[config.mk]
export PLATFORM = sky130hd
export DESIGN_NAME = cp0_intctl
export DESIGN_NICKNAME = d
export VERILOG_FILES = /design/src/rtl/cp0_pkg.sv /design/src/rtl/intc_prio_enc.sv /design/src/rtl/cp0_intctl.sv
export SDC_FILE = /design/constraint.sdc
export NUM_CORES = 1
export LEC_CHECK = 0
export BUFFER_PORTS_ARGS = -buffer_cell sky130_fd_sc_hd__buf_2
export CAP_MARGIN = 40
export CORE_UTILIZATION = 35
export DETAILED_ROUTE_END_ITERATION = 10
export HOLD_SLACK_MARGIN = 0.1
export MAX_ROUTING_LAYER = met4
export PLACE_DENSITY = 0.74
export RECOVER_POWER = 25
export SETUP_SLACK_MARGIN = 0.4
export SLEW_MARGIN = 30
export SYNTH_ARGS = -nofsm -noshare
export SYNTH_HDL_FRONTEND = slang
export SYNTH_SLANG_ARGS = --single-unit
[constraint.sdc]
create_clock -name clk_i -period 2.7 [get_ports clk_i]
set_clock_uncertainty 0.05 [all_clocks]
set_input_delay 0.135 -clock clk_i [delete_from_list [all_inputs] [get_ports clk_i]]
set_output_delay 0.135 -clock clk_i [all_outputs]
set_load 0.02 [all_outputs]
[src/rtl/cp0_pkg.sv]
// cp0_pkg: shared CP0 register numbers and status/cause field positions for the interrupt controller.
package cp0_pkg;
  typedef enum logic [4:0] {
    SEL_STATUS = 5'd12,
    SEL_CAUSE  = 5'd13,
    SEL_EPC    = 5'd14
  } cp0_sel_e;
  localparam int ST_IEC = 0;
  localparam int ST_IEP = 2;
  localparam int ST_IEO = 4;
  localparam int ST_IM  = 8;
  localparam int CA_ID  = 2;
  localparam int CA_IP  = 8;
  localparam int ID_W   = 3;
  localparam int EXCCODE_INT = 0;
endpackage

[src/rtl/intc_prio_enc.sv]
// intc_prio_enc: lowest-index-wins priority encoder over the masked interrupt request vector.
module intc_prio_enc #(
  parameter int N = 4
) (
  input  logic [N-1:0] req_i,
  output logic         valid_o,
  output logic [2:0]   id_o
);
  assign valid_o = |req_i;
  always_comb begin
    id_o = '0;
    for (int k = N - 1; k >= 0; k--)
      if (req_i[k]) id_o = 3'(k);
  end
endmodule

[src/rtl/cp0_intctl.sv]
// cp0_intctl: CP0 interrupt controller with edge/level sources, mask, fixed priority,
// optional vectored entry and a three-level interrupt-enable stack.
module cp0_intctl
  import cp0_pkg::*;
#(
  parameter int          NUM_IRQ   = 4,
  parameter logic [7:0]  EDGE_MASK = 8'h0F,
  parameter logic [31:0] EXC_BASE  = 32'h0000_0180,
  parameter int          VECTORED  = 0
) (
  input  logic               clk_i,
  input  logic               reset_i,
  input  logic [NUM_IRQ-1:0] irq_i,
  input  logic [31:0]        pc_i,
  input  logic               rfe_i,
  input  logic               mtc0_i,
  input  logic               mfc0_i,
  input  logic [4:0]         cp0_sel_i,
  input  logic [31:0]        wdata_i,
  output logic [31:0]        rdata_o,
  output logic               take_exc_o,
  output logic [31:0]        exc_pc_o,
  output logic [31:0]        epc_o,
  output logic               ie_o
);
  localparam logic [NUM_IRQ-1:0] EDGE = EDGE_MASK[NUM_IRQ-1:0];
  logic               iec_q, iep_q, ieo_q, iec_d, iep_d, ieo_d;
  logic [NUM_IRQ-1:0] im_q, im_d, ip_q, ip_d, prev_q;
  logic [ID_W-1:0]    id_q, id_d, id;
  logic [31:0]        epc_q, epc_d, status, cause;
  logic [NUM_IRQ-1:0] ip_eff, req, w1c;
  logic               valid, take, wr, wr_st, wr_ca, wr_epc;
  logic               unused_ok;
  assign unused_ok = ^{mfc0_i, wdata_i};
  // Level sources bypass the register so a held line requests with zero latency.
  assign ip_eff = (ip_q & EDGE) | (irq_i & ~EDGE);
  assign req    = ip_eff & im_q;
  intc_prio_enc #(.N(NUM_IRQ)) u_enc (
    .req_i  (req),
    .valid_o(valid),
    .id_o   (id)
  );
  assign take   = valid & iec_q & ~rfe_i;
  // rfe and mtc0 never share a cycle from the decoder; rfe wins if they do.
  assign wr     = mtc0_i & ~take & ~rfe_i;
  assign wr_st  = wr & (cp0_sel_i == SEL_STATUS);
  assign wr_ca  = wr & (cp0_sel_i == SEL_CAUSE);
  assign wr_epc = wr & (cp0_sel_i == SEL_EPC);
  assign w1c    = wr_ca ? wdata_i[CA_IP +: NUM_IRQ] : '0;
  always_comb begin
    ip_d  = (EDGE & ((irq_i & ~prev_q) | (ip_q & ~w1c))) | (~EDGE & irq_i);
    iec_d = take ? 1'b0  : rfe_i ? iep_q : wr_st ? wdata_i[ST_IEC] : iec_q;
    iep_d = take ? iec_q : rfe_i ? ieo_q : wr_st ? wdata_i[ST_IEP] : iep_q;
    ieo_d = take ? iep_q : wr_st ? wdata_i[ST_IEO] : ieo_q;
    im_d  = wr_st ? wdata_i[ST_IM +: NUM_IRQ] : im_q;
    epc_d = take ? pc_i : wr_epc ? wdata_i : epc_q;
    id_d  = take ? id : id_q;
  end
  always_ff @(posedge clk_i or posedge reset_i) begin
    if (reset_i) begin
      iec_q  <= 1'b0;
      iep_q  <= 1'b0;
      ieo_q  <= 1'b0;
      im_q   <= '0;
      ip_q   <= '0;
      prev_q <= '0;
      id_q   <= ID_W'(EXCCODE_INT);
      epc_q  <= '0;
    end else begin
      iec_q  <= iec_d;
      iep_q  <= iep_d;
      ieo_q  <= ieo_d;
      im_q   <= im_d;
      ip_q   <= ip_d;
      prev_q <= irq_i;
      id_q   <= id_d;
      epc_q  <= epc_d;
    end
  end
  always_comb begin
    status                   = '0;
    status[ST_IEC]           = iec_q;
    status[ST_IEP]           = iep_q;
    status[ST_IEO]           = ieo_q;
    status[ST_IM +: NUM_IRQ] = im_q;
    cause                    = '0;
    cause[CA_ID +: ID_W]     = id_q;
    cause[CA_IP +: NUM_IRQ]  = ip_q;
    rdata_o = cp0_sel_i == SEL_STATUS ? status :
              cp0_sel_i == SEL_CAUSE  ? cause  :
              cp0_sel_i == SEL_EPC    ? epc_q  : '0;
  end
  assign take_exc_o = take;
  assign exc_pc_o   = VECTORED != 0 ? EXC_BASE + {26'd0, id, 3'b000} : EXC_BASE;
  assign epc_o      = epc_q;
  assign ie_o       = iec_q;
endmodule

After elaboration in Yosys (flattened, before gate mapping)
Cells that the tools add are included.
{"block": "totals", "ff_bits": 50, "out_inout_bits": 98, "inputBits": 78, "elab_cells": 48}
{"block": "classes", "n_bitwise": 15, "n_reduce_logical": 4, "eq_ne": 3, "n_mux": 18}
{"operator": "two-way mux 32 bit", "n": 5}
{"operator": "equality test 5 x 4 -> 1 bit, second input constant", "n": 3}
{"operator": "bitwise AND 4 bit", "n": 3}
{"operator": "two-way mux 1 bit", "n": 8}
{"operator": "two-way mux 2 bit", "n": 4}
{"operator": "NOT 4 bit", "n": 2}
{"operator": "bitwise AND 1 bit", "n": 7}
{"operator": "two-way mux 4 bit", "n": 1}
{"operator": "bitwise OR 4 bit", "n": 1}
{"operator": "nonzero test 2 bit", "n": 2}
{"operator": "OR reduction 4 bit", "n": 1}
{"operator": "nonzero test 3 bit", "n": 1}
{"operator": "NOT 1 bit", "n": 2}

Longest topological paths before layout
Gate-level depths: netlist of run 1.
{"block": "depth", "ltp_word": 12, "mapped_depth": 6, "depth_no_buf": 5}

Hierarchy
From an unflattened synthesis of run 1, not the netlist that was laid out.
{"block": "hier_totals", "cells_unflattened": 337, "area_unflattened_um2": 2845.2}
{"module": "cp0_intctl", "area_per_inst_um2": 2798.9, "cells_per_inst": 328, "seq_area_each_um2": 1251.2, "instances": 1}
{"module": "intc_prio_enc", "area_per_inst_um2": 46.3, "cells_per_inst": 9, "seq_area_each_um2": 0.0, "instances": 1}

Worst setup path before layout of run 1
No wires, ideal clock.
{"block": "synth_timing", "kind": "reg-to-reg", "start": "register ip_q[1] (netlist: ip_eff[1])", "end": "register epc_q[18] (netlist: epc_o[18])", "setup_ps": 125, "t_required_ps": 2525, "path_buffers": 1, "slack_ps": 755, "path_stages_with_launch": 6, "arrival_ps": 1770, "period_less_slack_ps": 1945, "path_cell_list": "dfrtp_1 > a22o_4 > o21ai_4 > buf_2 > mux2_2 > mux2_2"}
{"block": "synth_between", "elab_chain_len": 9, "word_cells_on_any_way": 10, "classes_between": "mux (1); bitwise (7); reduce/logical (2)"}
{"item": "start, declared", "line_no": "cp0_intctl.sv:28", "text": "logic [NUM_IRQ-1:0] im_q, im_d, ip_q, ip_d, prev_q;"}
{"item": "start signal, assigned", "line_no": "cp0_intctl.sv:74", "text": "ip_q <= ip_d;"}
{"item": "bitwise AND 4 bit *", "line_no": "cp0_intctl.sv:37", "text": "assign req = ip_eff & im_q;"}
{"item": "OR reduction 4 bit *", "line_no": "intc_prio_enc.sv:9", "text": "assign valid_o = |req_i;"}
{"item": "bitwise AND 1 bit * (2 in series)", "line_no": "cp0_intctl.sv:43", "text": "assign take = valid & iec_q & ~rfe_i;"}
{"item": "NOT 1 bit", "line_no": "cp0_intctl.sv:45", "text": "assign wr = mtc0_i & ~take & ~rfe_i;"}
{"item": "bitwise AND 1 bit (2 in series)", "line_no": "cp0_intctl.sv:45"}
{"item": "bitwise AND 1 bit", "line_no": "cp0_intctl.sv:48", "text": "assign wr_epc = wr & (cp0_sel_i == SEL_EPC);"}
{"item": "nonzero test 2 bit (no source line)"}
{"item": "end signal, assigned", "line_no": "cp0_intctl.sv:77", "text": "epc_q <= epc_d;"}
{"item": "end, declared", "line_no": "cp0_intctl.sv:30", "text": "logic [31:0] epc_q, epc_d, status, cause;"}
Every way passes the cells marked *; elsewhere a longest branch is shown, timed or not.
A chain may end at the register's enable or synchronous reset.

Final worst setup path of run 1
{"block": "layout_timing", "start": "register ip_q[2] (netlist: ip_eff[2])", "end": "register epc_q[12] (netlist: epc_o[12])"}
The elaborated chain is that of the path after synthesis.

==> summary.txt, run 1 <==
Job
  – Max-cap violation count: 0

Worst setup path
  – Req. time, crit path: 2840 ps
  – Type of element capturing the critical path: register
  – Critical path launch point type: register
  – CP Data Arrival Time: about 2200 ps
  – CP max FO: 31
  – Startpoint-to-endpoint class of the critical path: register to register

Logic synthesis
  – Top cell type's share of synthesized area: a little over two fifths
  – Number of standard cells after synthesis: 263
  – Yosys Warn Count: 0
  – Number of distinct library cell variants in the gate-level netlist after synthesis: 36
  – Cell accounting for the most synthesized area: sky130_fd_sc_hd__dfrtp_1
  – Largest cells by area after synthesis: sky130_fd_sc_hd__dfrtp_1 (42%), sky130_fd_sc_hd__mux2_2 (23%), sky130_fd_sc_hd__buf_4 (9.0%)
  – Synth Register Bits: 49
  – Proportion of synthesized chip area in sequential cells: approximately 42%
  – Post-synthesis average cell area: 11.08 um2
  – Cell Area, Synth: 2915 um2

Placed design
  – Number of placed cells counting well taps: 496
  – Final HPWL DP: ~5500 um
  – Post-place instance area: 3645 um2
  – IO buf count: 142
  – Placer Congestion: 0.7989

Final layout
  – Core Util, Final: 49.35%
  – Antenna cells: 0
  – Net count reported at finish: 493
  – Ratio of cells with drive above 1 in the final layout: 53.13%
  – Cell area after layout: a little under 4000 um2
  – Fin cells: 518
  – Area Growth Syn to Fin: 33.52%
  – Final-layout fill cell count: a little over 700

Die
  – Placeable core area: 7888 um2
  – Horiz. Die Dim: 93.27 um
  – Die Span Y: slightly above 90 um
  – Starting utilization of the core area: 36.96%
  – Die ar.: 8698 um2
  – Total number of placement rows: 32
  – IO Pins: 176

Power
  – Switching power summed over all nets: 1.238 mW
  – Logic gate share of total power: 43.5%
  – Switching share of power: between 30% and 40%
  – Leakage Power: 2.065 nW
  – Ratio of total power to cell area: 806.9 nW/um2
  – Power Internal: 1.903 mW
  – Clock group share of total power: 16.9%
  – Peak supply drop: between 0.0004 and 0.0005 V
  – Sequential share of power: 39.6%

Timing
  – Worst max-slew margin expressed relative to the limit: 56.10%
  – Period Utilization, post-route: 77.07%
  – Final-report hold violation count: 0
  – Final hold slack: between 100 and 150 ps
  – Post-route setup TNS: 0 ps
  – Highest achievable clock rate: 480.5 MHz
  – Number of max-slew violations in the final report: 0
  – Slew at the pin closest to its max-slew limit: 655.0 ps
  – Time the final worst path needs with I/O delays and setup: approximately 2100 ps
  – Final count of negative-setup-slack endpoints: 0
  – RSZ-0062 raised after global routing: no

Clock tree
  – Clock Path Buffers: 2
  – Htree depth: 2
  – CTS tree: built
  – Sinks on Clock Net: 49
  – Clock Pin Slew Worst Setup and Hold Paths: roughly 100 ps
  – Clock root buffer: sky130_fd_sc_hd__clkbuf_8
  – Clock network latency to the later pin of the worst-skew pair: 300 ps
  – Number of CTS-inserted buffers: 5

Route
  – Drt drc: 0
  – Number of iterations in the first detailed-routing pass: 4
  – Drt wl/cell: 14.76 um
  – Post-Route WL: between 7000 and 8000 um
  – Via/cell ratio: 4.782
  – Antenna violation net count after detailed routing: 0
  – Total vias in the final route: 2477
  – First DRT Iteration DRCs: 83

Run status
  – Status: finished, final reports clean

Global route
  – Via count of the first global-routing pass: 2445
  – Number of antenna violations at the first check in global routing: 0
  – Sum of overflow across all layers after global routing: 0
  – Global-route wire length before repair: 11790 um
  – Pin count of the biggest net entering global routing: 50
  – Total routing resource utilization after global routing: between 10% and 20%

Min path
  – Hold crit path type: input pin to register
[cells in the final DEF, fill, tap and decap left out, types with 6 or more instances in the layout]
| cell | instances |
|---|---|
| sky130_fd_sc_hd__dfrtp_1 | 49 |
| sky130_fd_sc_hd__inv_1 | 6 |
| sky130_fd_sc_hd__nand4_1 | 7 |
| sky130_fd_sc_hd__nand2_1 | 12 |
| sky130_fd_sc_hd__and3_1 | 24 |
| sky130_fd_sc_hd__dlygate4sd3_1 | 14 |
| sky130_fd_sc_hd__conb_1 | 32 |
| sky130_fd_sc_hd__mux2_2 | 60 |
| sky130_fd_sc_hd__buf_2 | 138 |
| sky130_fd_sc_hd__a22o_1 | 8 |
[metrics by stage]
stage               total power [mW]  worst slack (ps)
finish                         3.141             619.0
global route                   3.321             548.5
CTS                            3.168             615.7
detailed placement             2.608             640.2
global placement               2.559             499.4
floorplan                      2.151             755.2
[cell families after synthesis]
kind of cell	share of synthesized area [%]
other cells	0.2576
simple gates	11.89
mux	25.11
buf+inv	11.76
flops	42.06
compound gates	8.928
[power groups by stage]
stage          registers, mW  clock network [mW]  logic (mW)
6_report                1.24               0.531        1.36
3_3_place_gp            1.24                   0        1.32
3_5_place_dp            1.25                   0        1.36
5_1_grt                 1.29               0.577        1.46
4_1_cts                 1.24               0.546        1.38
2_1_floorplan           1.52                   0       0.630
[timing repair]
action,4_1_cts,5_1_grt
hold buffers,14,0
endpoints found under the setup margin,0,0
endpoints found under the hold margin,65,0
gates resized for setup,0,0
buffers inserted,0,0
[synthesized netlist by cell type]
library cell,number
sky130_fd_sc_hd__a22oi_1,5
sky130_fd_sc_hd__a31oi_1,3
sky130_fd_sc_hd__a21o_1,1
sky130_fd_sc_hd__a31o_2,1
sky130_fd_sc_hd__nor2b_1,2
sky130_fd_sc_hd__nand3b_1,1
sky130_fd_sc_hd__buf_1,1
sky130_fd_sc_hd__buf_4,35
sky130_fd_sc_hd__conb_1,2
sky130_fd_sc_hd__inv_2,1
sky130_fd_sc_hd__dfrtp_1,49
sky130_fd_sc_hd__and3b_1,1
sky130_fd_sc_hd__nand3_1,5
sky130_fd_sc_hd__o21ai_4,2
sky130_fd_sc_hd__mux2_2,60
sky130_fd_sc_hd__and2_1,1
sky130_fd_sc_hd__nand2_1,12
sky130_fd_sc_hd__nor3_2,1
sky130_fd_sc_hd__mux2_1,5
sky130_fd_sc_hd__a22o_4,1
sky130_fd_sc_hd__o21a_1,1
sky130_fd_sc_hd__o21ai_0,2
sky130_fd_sc_hd__a211oi_1,1
sky130_fd_sc_hd__clkbuf_1,7
sky130_fd_sc_hd__nor3_1,1
sky130_fd_sc_hd__and3_1,24
sky130_fd_sc_hd__nor2_1,4
sky130_fd_sc_hd__a21oi_1,3
sky130_fd_sc_hd__a22o_2,1
sky130_fd_sc_hd__inv_1,7
sky130_fd_sc_hd__buf_2,4
sky130_fd_sc_hd__a32oi_1,2
sky130_fd_sc_hd__a22o_1,8
sky130_fd_sc_hd__nand4_1,7
sky130_fd_sc_hd__nor4bb_1,1
sky130_fd_sc_hd__and2b_1,1
[state kept, by name (all words and copies together), names as in the netlist]
register / count
ip_eff: 4
iep_q: 1
id_q: 2
ie_o: 1
ieo_q: 1
im_q: 4
prev_q: 4
epc_o: 32
[final timing paths]
| path | slack, ps | depth (start not counted) | start | endpoint |
|---|---|---|---|---|
| worst max-delay path | 620 | 5 | ip_eff[2]$_DFF_PP0_ | epc_o[12]$_DFFE_PP0P_ |
| worst min-delay path | 120 | 3 | mtc0_i | iep_q$_DFFE_PP0P_ |
| worst max register to register | 620 | 5 | ip_eff[2]$_DFF_PP0_ | epc_o[12]$_DFFE_PP0P_ |
| worst min register to register | 440 | 1 | id_q[0]$_DFFE_PP0N_ | id_q[0]$_DFFE_PP0N_ |
| max in group asynchronous | 1750 | 3 | reset_i | epc_o[4]$_DFFE_PP0P_ |
| min in group asynchronous | 440 | 3 | reset_i | epc_o[9]$_DFFE_PP0P_ |
[worst max-delay path, stage by stage (launching register included)]
cell and delay, ps:
sky130_fd_sc_hd__dfrtp_1 430, sky130_fd_sc_hd__a22o_2 330, sky130_fd_sc_hd__o21ai_4 260, sky130_fd_sc_hd__buf_12 250, sky130_fd_sc_hd__mux2_2 360, sky130_fd_sc_hd__mux2_1 280
[per-layer routing]
metal	GRT usage (%)	routed length [um]	part of all wire (%)
met5	-	0	0
met1	21.46	3267	43
met2	30.58	3775	49
met4	4.744	56	0.73
met3	3.496	546	7.1
[layout make-up]
type	instances	area (um2)	share of cell area [%]
Timing Repair Buffer	162	923.4	23.72
Clock buffer	5	68.82	1.768
Sequential cell	49	1226	31.50
Multi-Input combinational cell	189	1470	37.77
Inverter	8	32.53	0.8357
Tap cell	102	127.6	3.279
Clock inverter	3	43.79	1.125
No activity file was read; power rests on OpenSTA's default activity.
==> run 2, diff against run 1 <==
Settings changed: ABC_AREA from default to 1, PLACE_DENSITY 0.74 to 0.76.
Clock period 2.7 ns to 1.91 ns, I/O delays scaled along.
==> run 2 against run 1 <==
  * Hold slack better by 22 ps
  * Final area rose by 23%
  * Clock-buffer cell count unchanged
  * Combinational power is 47% higher
  * Critical path depth is 1 higher
  * Critical endpoint is now take_exc_o
  * Highest routed layer unchanged
==> summary.txt, run 2 <==
Run status
  – Status: finished, final reports clean

Worst setup path
  – Critical path launch point type: register
  – Count of cells along the worst register-to-register path: 9 (+4)
  – Type of element capturing the critical path: primary output
  – Reg2Reg Capture Point: epc_o[10]$_DFFE_PP0P_
  – Longest individual stage delay on the worst path: 410 ps (-20 ps)
  – Beginning of the critical path: im_q[0]$_DFFE_PP0P_
  – Req. time, crit path: 1760 ps (-1080 ps)
  – Startpoint-to-endpoint class of the critical path: register to primary output
  – CP Data Arrival Time: 1440 ps (-780 ps)
  – CP max FO: 4 (-87%)
  – Worst path cell trace: nand2_2 > nand4_1 > nand3_4 > inv_4 > buf_12 > buf_8
  – R2R Setup Slk: 390 ps (-230 ps)
  – Reg-to-reg startpoint: im_q[0]$_DFFE_PP0P_
  – Cell with the largest stage delay on the worst path: sky130_fd_sc_hd__dfrtp_1

Clock tree
  – Sinks on Clock Net: 49 (unchanged)
  – Number of CTS-inserted buffers: 5 (unchanged)
  – Htree depth: 2 (unchanged)
  – Clock network latency to the later pin of the worst-skew pair: 310 ps (about the same)
  – CTS tree: built
  – Clock root buffer: sky130_fd_sc_hd__clkbuf_8
  – Clock Pin Slew Worst Setup and Hold Paths: 100 ps (about the same)
  – Clock Path Buffers: 2 (unchanged)

Global route
  – Number of antenna violations at the first check in global routing: 0 (unchanged)
  – Pin count of the biggest net entering global routing: 33 (-34%)
  – Via count of the first global-routing pass: 3377 (+38%)
  – Total routing resource utilization after global routing: 23.43% (+5.6 points)
  – Global-route wire length before repair: 15420 um (+31%)
  – Sum of overflow across all layers after global routing: 0 (unchanged)

Timing
  – RSZ-0062 raised after global routing: yes
  – Number of max-slew violations in the final report: 0 (unchanged)
  – Final-report hold violation count: 0 (unchanged)
  – Time the final worst path needs with I/O delays and setup: 1581 ps
  – Highest achievable clock rate: 632.7 MHz
  – Final count of negative-setup-slack endpoints: 0 (unchanged)
  – Final worst slack: 329.5 ps (-289.5 ps)
  – Worst max-slew margin expressed relative to the limit: 38.14% (-18 points)
  – Slew at the pin closest to its max-slew limit: 926.8 ps (+271.9 ps)
  – Period Utilization, post-route: 82.75%
  – Post-route setup TNS: 0 ps (unchanged)

Min path
  – Min-Delay Path Depth: 4 (+1)
  – Hold path startpoint: rfe_i
  – Endpoint of the worst hold path: ieo_q$_DFFE_PP0P_
  – Hold crit path type: input pin to register

Job
  – Max-cap violation count: 0 (unchanged)

Die
  – Placeable core area: 8217 um2 (+4.2%)
  – Total number of placement rows: 33 (+3.1%)
  – Starting utilization of the core area: 36.26% (-0.70 points)
  – IO Pins: 176 (unchanged)
  – Die ar.: 8885 um2 (+2.1%)
  – Horiz. Die Dim: 94.26 um (+1.1%)
  – Die Span Y: 94.26 um (+1.1%)

Placed design
  – IO buf count: 142 (unchanged)
  – Final HPWL DP: 6035 um (+9.9%)
  – Post-place instance area: 3680 um2 (+0.96%)
  – Pre-CTS setup slack: 259.5 ps (-380.8 ps)
  – Placer Congestion: 0.9003 (+13%)

Route
  – Number of iterations in the first detailed-routing pass: 6 (+2)
  – First DRT Iteration DRCs: 129 (+55%)
  – Antenna violation net count after detailed routing: 0 (unchanged)
  – Drt drc: 0 (unchanged)
  – Total vias in the final route: 3570 (+44%)
  – Via/cell ratio: 4.530 (-5.3%)
  – Post-Route WL: 10550 um (+38%)
  – Drt wl/cell: 13.38 um (-9.3%)

Logic synthesis
  – Xor-xnor portion of the synthesized cell area: 0% (unchanged)
  – Top cell type's share of synthesized area: 41.16% (-0.90 points)
  – Number of distinct library cell variants in the gate-level netlist after synthesis: 21 (-42%)
  – Largest cells by area after synthesis: sky130_fd_sc_hd__dfrtp_1 (41%), sky130_fd_sc_hd__nand2_1 (31%), sky130_fd_sc_hd__buf_4 (8.6%)
  – Proportion of synthesized chip area in sequential cells: 41.16% (-0.90 points)
  – Async set-or-reset flop fraction in the synthesized netlist: 100.0% (unchanged)
  – Combinational family with the most area after synthesis: simple AND/OR/NAND/NOR gates
  – Yosys Warn Count: 0 (unchanged)
  – Complex-gate fraction of the synthesized area: 3.864% (-5.1 points)
  – Cell Area, Synth: 2979 um2 (+2.2%)
  – Count of flip-flops with a built-in enable after synthesis: 0 (unchanged)
  – Cell accounting for the most synthesized area: sky130_fd_sc_hd__dfrtp_1
  – Number of standard cells after synthesis: 454 (+73%)
  – Synth Area in Adders: 0% (unchanged)
  – Top_reg_cell synth: sky130_fd_sc_hd__dfrtp_1
  – Post-synthesis average cell area: 6.562 um2 (-41%)
  – Most used standard cell by instance count after synthesis: sky130_fd_sc_hd__nand2_1
  – Multiplexer share of the synthesized area: 0% (-25 points)
  – List of most frequent post-synthesis cells: sky130_fd_sc_hd__nand2_1 (247), sky130_fd_sc_hd__dfrtp_1 (49), sky130_fd_sc_hd__inv_1 (44), sky130_fd_sc_hd__buf_4 (34), sky130_fd_sc_hd__nor2_1 (29)
  – Simple-gate area share of the yosys netlist: 37.93% (+26 points)
  – Synth Register Bits: 49 (unchanged)

Power
  – Peak supply drop: 0.0005308 V (+21%)
  – Ratio of total power to cell area: 954.6 nW/um2 (+18%)
  – Leakage Power: 2.845 nW (+38%)

Final layout
  – Net count reported at finish: 760 (+54%)
  – Most frequent cells in the layout: sky130_fd_sc_hd__nand2_1 (239), sky130_fd_sc_hd__buf_2 (137), sky130_fd_sc_hd__dlygate4sd3_1 (71)
  – Antenna cells: 0 (unchanged)
  – Area Growth Syn to Fin: 61.23%
  – Number of flip-flops under the largest register name: 32 (unchanged)
  – Ratio of cells with drive above 1 in the final layout: 27.82% (-25 points)
  – Most common cell after layout, fill and taps aside: sky130_fd_sc_hd__nand2_1
  – Cell area after layout: 4803 um2 (+23%)
==> run 2: cell count changes in the layout (fill, tap and decap cells not counted), sizes merged, moves of 5 or more <==
| cell | before | now |
|---|---|---|
| nor2 | 4 | 30 |
| nand2 | 12 | 248 |
| mux2 | 65 | 0 |
| and3 | 24 | 0 |
| a22oi | 5 | 0 |
| a22o | 10 | 1 |
| buf | 144 | 161 |
| inv | 9 | 48 |
| o21ai | 4 | 12 |
| dlygate4sd3 | 14 | 71 |
==> run 2: kinds of logic after synthesis <==
group,after synthesis
AOI/OAI and AO/OA,17
buffers and inverters,94
DFF,49
other,2
and+or+nand+nor,292
==> run 2: routing by layer <==
| layer | vias to the layer above | global-route usage (%) | share of wire, % |
|---|---|---|---|
| li1 | 1747 | - | - |
| met1 | 1632 | 24.47 | 38 |
| met2 | 168 | 42.75 | 52 |
| met3 | 23 | 4.612 | 7.5 |
| met4 | 0 | 9.615 | 2.2 |
| met5 | - | - | 0 |
==> run 2: report_power, final <==
part	switching, mW	internal (mW)	total (mW)
Sequential	0.284	1.40	1.69
Combinational	1.24	0.760	2.00
Clock	0.373	0.527	0.900
Total	1.89	2.69	4.59
==> run 2: final cells by class <==
cell class	instances	area, um2
clock buffers	5	68.82
repair buffers	237	1689
fillers	711	3413
flip-flops and latches	49	1226
well taps	105	131.4
repair inverters	1	8.758
multi-input cells	341	1405
inverters	47	205.2
clock inverters	3	68.82
==> run 2: through the flow <==
stage                     hold WS, ps  total power [mW]  instances  util (%)
after floorplan                 76.93             2.838        484         -
after global placement          101.0             3.374        690     44.78
after detailed placement        108.3             3.426        690     44.78
after CTS                       133.9             4.542        783     57.29
after global routing            155.5             4.918        788     58.46
final                           140.3             4.585        788     58.46
==> run 2: critical path, delay by kind of cell, from the launching register on <==
kind / cells / cell delay (ps)
AND/OR/NAND/NOR: 3 / 400
flip-flops: 1 / 410
buffers and inverters: 3 / 310
==> run 2: how the worst max path moves through the flow <==
stage                                 endpoint  slack (ps)  cells past startpoint
after floorplan            im_q[0]$_DFFE_PP0P_         560                      8
after global placement    epc_o[6]$_DFFE_PP0P_         310                      7
after detailed placement  epc_o[9]$_DFFE_PP0P_         260                      7
after CTS                           take_exc_o         330                      6
after global routing       ip_eff[3]$_DFF_PP0_         270                     10
final                               take_exc_o         330                      6
==> run 2: timing repair <==
action | in CTS | in global routing
gates cloned | 1 | 1
setup endpoints to repair | 40 | 50
hold endpoints to repair | 68 | 0
hold buffers | 71 | 0
gates resized for setup | 14 | 18
pin swaps | 5 | 5
setup buffers | 13 | 4
